===== config.mk =====
export PLATFORM = sky130hd
export DESIGN_NAME = mod_div_unit_flat
export DESIGN_NICKNAME = d
export VERILOG_FILES = /design/src/rtl/mod_div_unit_if.sv /design/src/rtl/mod_div_unit.sv /design/src/flat_wrapper.sv
export SDC_FILE = /design/constraint.sdc
export NUM_CORES = 1
export LEC_CHECK = 0
export ABC_CLOCK_PERIOD_IN_PS = 3000
export CORE_UTILIZATION = 49
export DETAILED_ROUTE_END_ITERATION = 6
export GPL_TIMING_DRIVEN = 0
export PLACE_DENSITY = 0.78
export REMOVE_ABC_BUFFERS = 1
export SLEW_MARGIN = 10
export SYNTH_ARGS = -nofsm -noshare
export SYNTH_HDL_FRONTEND = slang
export SYNTH_SLANG_ARGS = --single-unit

===== constraint.sdc =====
create_clock -name clk -period 3 [get_ports clk]
set_clock_uncertainty 0.1 [all_clocks]
set_input_delay 0.9 -clock clk [delete_from_list [all_inputs] [get_ports clk]]
set_output_delay 0.9 -clock clk [all_outputs]
set_load 0.03 [all_outputs]

===== src/rtl/mod_div_unit_if.sv =====
// Start/busy/done handshake bundle between a requesting FSM and mod_div_unit.
interface mod_div_unit_if #(
  parameter int unsigned WIDTH = 8
);
  logic             start;
  logic [WIDTH-1:0] dividend;
  logic [WIDTH-1:0] divisor;
  logic             busy;
  logic             done;
  logic [WIDTH-1:0] remainder;
  logic [WIDTH-1:0] quotient;
  logic             div_zero;

  modport master (
    output start, dividend, divisor,
    input  busy, done, remainder, quotient, div_zero
  );

  modport slave (
    input  start, dividend, divisor,
    output busy, done, remainder, quotient, div_zero
  );
endinterface


===== src/rtl/mod_div_unit.sv =====
// Iterative unsigned modulo/divide by repeated subtraction, one step per clock.
// Define MOD_DIV_QUOTIENT_EN to build the quotient counter; otherwise quotient reads 0.
module mod_div_unit #(
  parameter int unsigned WIDTH = 8
) (
  input  logic          clk,
  input  logic          reset,
  mod_div_unit_if.slave bus
);

  typedef enum logic [1:0] {
    ST_IDLE = 2'd0,
    ST_RUN  = 2'd1,
    ST_DONE = 2'd2
  } state_t;

  state_t           state;
  logic [WIDTH-1:0] a;
  logic [WIDTH-1:0] b;
  logic [WIDTH-1:0] remainder_r;
  logic             busy_r;
  logic             done_r;
  logic             div_zero_r;

`ifdef MOD_DIV_QUOTIENT_EN
  logic [WIDTH-1:0] q;
  logic [WIDTH-1:0] quotient_r;

  // Quotient counter: cleared on accept, counts subtractions, captured on completion.
  always_ff @(posedge clk) begin
    if (reset) begin
      q          <= '0;
      quotient_r <= '0;
    end else begin
      case (state)
        ST_IDLE: if (bus.start) q <= '0;
        ST_RUN: begin
          if (b == '0)      quotient_r <= '0;
          else if (a < b)   quotient_r <= q;
          else              q          <= q + WIDTH'(1);
        end
        default: ;
      endcase
    end
  end

  assign bus.quotient = quotient_r;
`else
  assign bus.quotient = '0;
`endif

  // Control and remainder datapath; priority in RUN is divide-by-zero, then finish, then subtract.
  always_ff @(posedge clk) begin
    if (reset) begin
      state       <= ST_IDLE;
      a           <= '0;
      b           <= '0;
      remainder_r <= '0;
      busy_r      <= 1'b0;
      done_r      <= 1'b0;
      div_zero_r  <= 1'b0;
    end else begin
      case (state)
        ST_IDLE: begin
          if (bus.start) begin
            a          <= bus.dividend;
            b          <= bus.divisor;
            div_zero_r <= 1'b0;
            busy_r     <= 1'b1;
            state      <= ST_RUN;
          end
        end
        ST_RUN: begin
          if (b == '0) begin
            remainder_r <= a;
            div_zero_r  <= 1'b1;
            done_r      <= 1'b1;
            state       <= ST_DONE;
          end else if (a < b) begin
            remainder_r <= a;
            done_r      <= 1'b1;
            state       <= ST_DONE;
          end else begin
            a <= a - b;
          end
        end
        ST_DONE: begin
          done_r <= 1'b0;
          busy_r <= 1'b0;
          state  <= ST_IDLE;
        end
        default: begin
          done_r <= 1'b0;
          busy_r <= 1'b0;
          state  <= ST_IDLE;
        end
      endcase
    end
  end

  assign bus.busy      = busy_r;
  assign bus.done      = done_r;
  assign bus.remainder = remainder_r;
  assign bus.div_zero  = div_zero_r;

endmodule


===== src/flat_wrapper.sv =====
// flat-port wrapper written by rule: the top's interface ports become plain ports
module mod_div_unit_flat 
#(
  parameter int unsigned WIDTH = 8
)
  (clk, reset, bus_start, bus_dividend, bus_divisor, bus_busy, bus_done, bus_remainder, bus_quotient, bus_div_zero);
  mod_div_unit_if #(.WIDTH(WIDTH)) bus_i ();
  input  logic clk;
  input  logic reset;
  input wire logic [$bits(bus_i.start)-1:0] bus_start;
  input wire logic [$bits(bus_i.dividend)-1:0] bus_dividend;
  input wire logic [$bits(bus_i.divisor)-1:0] bus_divisor;
  output wire logic [$bits(bus_i.busy)-1:0] bus_busy;
  output wire logic [$bits(bus_i.done)-1:0] bus_done;
  output wire logic [$bits(bus_i.remainder)-1:0] bus_remainder;
  output wire logic [$bits(bus_i.quotient)-1:0] bus_quotient;
  output wire logic [$bits(bus_i.div_zero)-1:0] bus_div_zero;
  assign bus_i.start = bus_start;
  assign bus_i.dividend = bus_dividend;
  assign bus_i.divisor = bus_divisor;
  assign bus_busy = bus_i.busy;
  assign bus_done = bus_i.done;
  assign bus_remainder = bus_i.remainder;
  assign bus_quotient = bus_i.quotient;
  assign bus_div_zero = bus_i.div_zero;
  mod_div_unit #(.WIDTH(WIDTH)) u_core (.clk(clk), .reset(reset), .bus(bus_i));
endmodule

==> results.cfg <==
[timing]
max_slew_margin = 0.354
setup_slack_ns = 0.240
setup_viol = 0
hold_viol = 0
fmax_mhz = 362
fin_crit_ns = 2.76
fin_tns_setup_ns = 0
hold_ws_ns = 0.355
tightest_slew_ns = 0.967
slew_violations = 0
rsz0062_at_grt = false
finalCritPeriodShare = 0.920

[place]
place.port_buffers = 29
dp_hpwl_um = 2240
dp.cells = 248
pre_cts_ws_ns = 0.201
place_congestion = 0.844

[synthesis]
syn_area_per_cell_sq_um = 8.66
synth_cell_types = 42
seq_area_frac_synth = 0.366
synth_area_leaders = dfxtp_1 37%, nor2_1 7.3%, ha_1 6.3%
synth.top_cell.area_share = 0.366
async_flop_share = 0
synth_area_sq_um = 1590
ys_ff_latch = 29
yosys_warnings = 0
ys.flop_type = dfxtp_1
synthCells = 183
yosysTopAreaCell = dfxtp_1
synth_edf_count = 0

[worst_hold_path]
hold_start = u_core.state[1]$_SDFFE_PP0P_
hold_depth = 1
whs_endpoint = u_core.bus.busy$_SDFFE_PP0P_
hold_path.class = reg -> reg

[die]
die_y_um = 58.9
core_sq_um = 3050
die_x_um = 58.9
start_util = 0.519
rows = 20
dieArea_sq_um = 3470
io-pin-count = 38

[run]
max_cap_violations = 0

[setup_path]
reg2reg_from = u_core.b[0]$_SDFFE_PP0P_
rr_worst_depth = 9
arrival_ns = 2.84
path_max_fanout = 16
required_ns = 3.08
start_kind = flip-flop
end_kind = flip-flop
rrSetupSlack_ns = 0.24
path_class = reg -> reg
critPathLaunch = u_core.b[0]$_SDFFE_PP0P_
r2r-end = u_core.a[4]$_SDFFE_PP0P_

[global_route]
grt_pass1_vias = 1205
antenna_found_initial = 0
grt_usage = 0.197
grt_max_degree = 28
grt_pass1_wl_um = 4990
overflow = 0

[layout]
final_cells = 256
fillers = 307
drive_gt1_frac = 0.0755
antenna_cells = 0
layout_commonest_cell = nor2_1
nets = 239
mostFrequentLayoutCells = 31 x nor2_1, 29 x clkdlybuf4s50_1, 29 x dfxtp_1
area_delta_synth_final_pct = 19.5

[routing]
routed-via-count = 1288
drt_first_pass_iters = 4
drc_errors = 0
dr.first_iter.drc_count = 20
final_antenna_net_count = 0
via_per_inst = 5.03
wirelength_um = 3010
wire_per_inst_um = 11.8

[power]
ir_drop_v = 0.000333
power.density_nw_per_um2 = 599
p_leak_uw = 0.000778

[clocking]
clk_latency_ns = 0.33
ctsHoldBuffers = 0
ctsResizeCount = 0
cts_max_level = 2
clkSlewWorstSetupHoldPaths_ns = 0.09
clockBufferDepth = 2
cts_made_buffers = 5
post-cts-setup-buffers = 0
cts_sinks = 29
clockRootBuffer = clkbuf_4
tritoncts = built

[run_status]
status = finished clean
## where the power goes
part,total [uW],internal (uW),switching (uW)
registers,453,427,26.4
logic,460,208,252
clock network,222,93.1,129
## sequential cells by signal (all words and copies together) (netlist names)
register and cells:
u_core.state 2, u_core.bus.div_zero 1, u_core.bus.busy 1, u_core.a 8, u_core.b 8, u_core.bus.done 1, u_core.bus.remainder 8
## layout make-up
class	count	area, sq um	share of cell area
Multi-Input combinational cell	132	867	0.458
Sequential cell	29	581	0.306
Timing Repair Buffer	29	290	0.153
Inverter	14	52.6	0.0277
Tap cell	44	55.1	0.0291
Clock buffer	8	48.8	0.0258
## worst max path at each step
stage	end	cells past startpoint	slack, ns
finish	u_core.a[4]$_SDFFE_PP0P_	9	0.24
global route	u_core.a[4]$_SDFFE_PP0P_	9	0.11
CTS	u_core.a[4]$_SDFFE_PP0P_	9	0.24
detailed placement	u_core.a[7]$_SDFFE_PP0P_	5	0.20
global placement	u_core.a[7]$_SDFFE_PP0P_	5	0.24
floorplan	u_core.a[4]$_SDFFE_PP0P_	10	0.65
## stage by stage
stage                      util  power, uW  area, sq um
final                     0.620       1140         1890
after global placement    0.605        906         1850
after floorplan               -        807         1500
after detailed placement  0.605        920         1850
after global routing      0.620       1210         1890
after CTS                 0.620       1150         1890
## cell usage after synthesis (2+ instances only)
library cell,n
nor2_1,31
dfxtp_1,29
a21oi_1,15
inv_1,14
mux2i_1,10
buf_4,8
ha_1,8
nand2_1,8
o21ai_0,7
clkbuf_1,4
nand2b_1,4
xnor2_1,4
a211oi_1,3
nor3_1,3
o211a_1,3
a211o_1,2
and2_2,2
and3_1,2
buf_6,2
o21a_1,2
## critical path, cell delays in order, from the launching register on
cell	delay, ns
dfxtp_1	0.40
ha_1	0.19
inv_1	0.06
fa_1	0.42
a211o_1	0.29
a21oi_1	0.23
a211oi_2	0.18
a21oi_4	0.43
mux2i_1	0.24
nor2_1	0.06
## logic make-up (layout without fill, tap and decap cells)
group,count (synthesis),in the layout,synth area share
other cells,1,8,0.00237
fa+ha+maj,9,9,0.0758
buf+inv,29,51,0.103
xor+xnor,5,5,0.0276
simple gates,59,59,0.182
mux,10,10,0.0631
compound gates,41,41,0.179
flops,29,29,0.366
## per-layer routing
metal  global-route usage  vias up  share of wire
met4               0.0714        0          0.017
met5                    0        -              0
met2                0.359       34           0.50
met1                0.209      588           0.43
met3               0.0659        7          0.051
li1                     -      659              -
No activity file was read; power rests on OpenSTA's default activity.
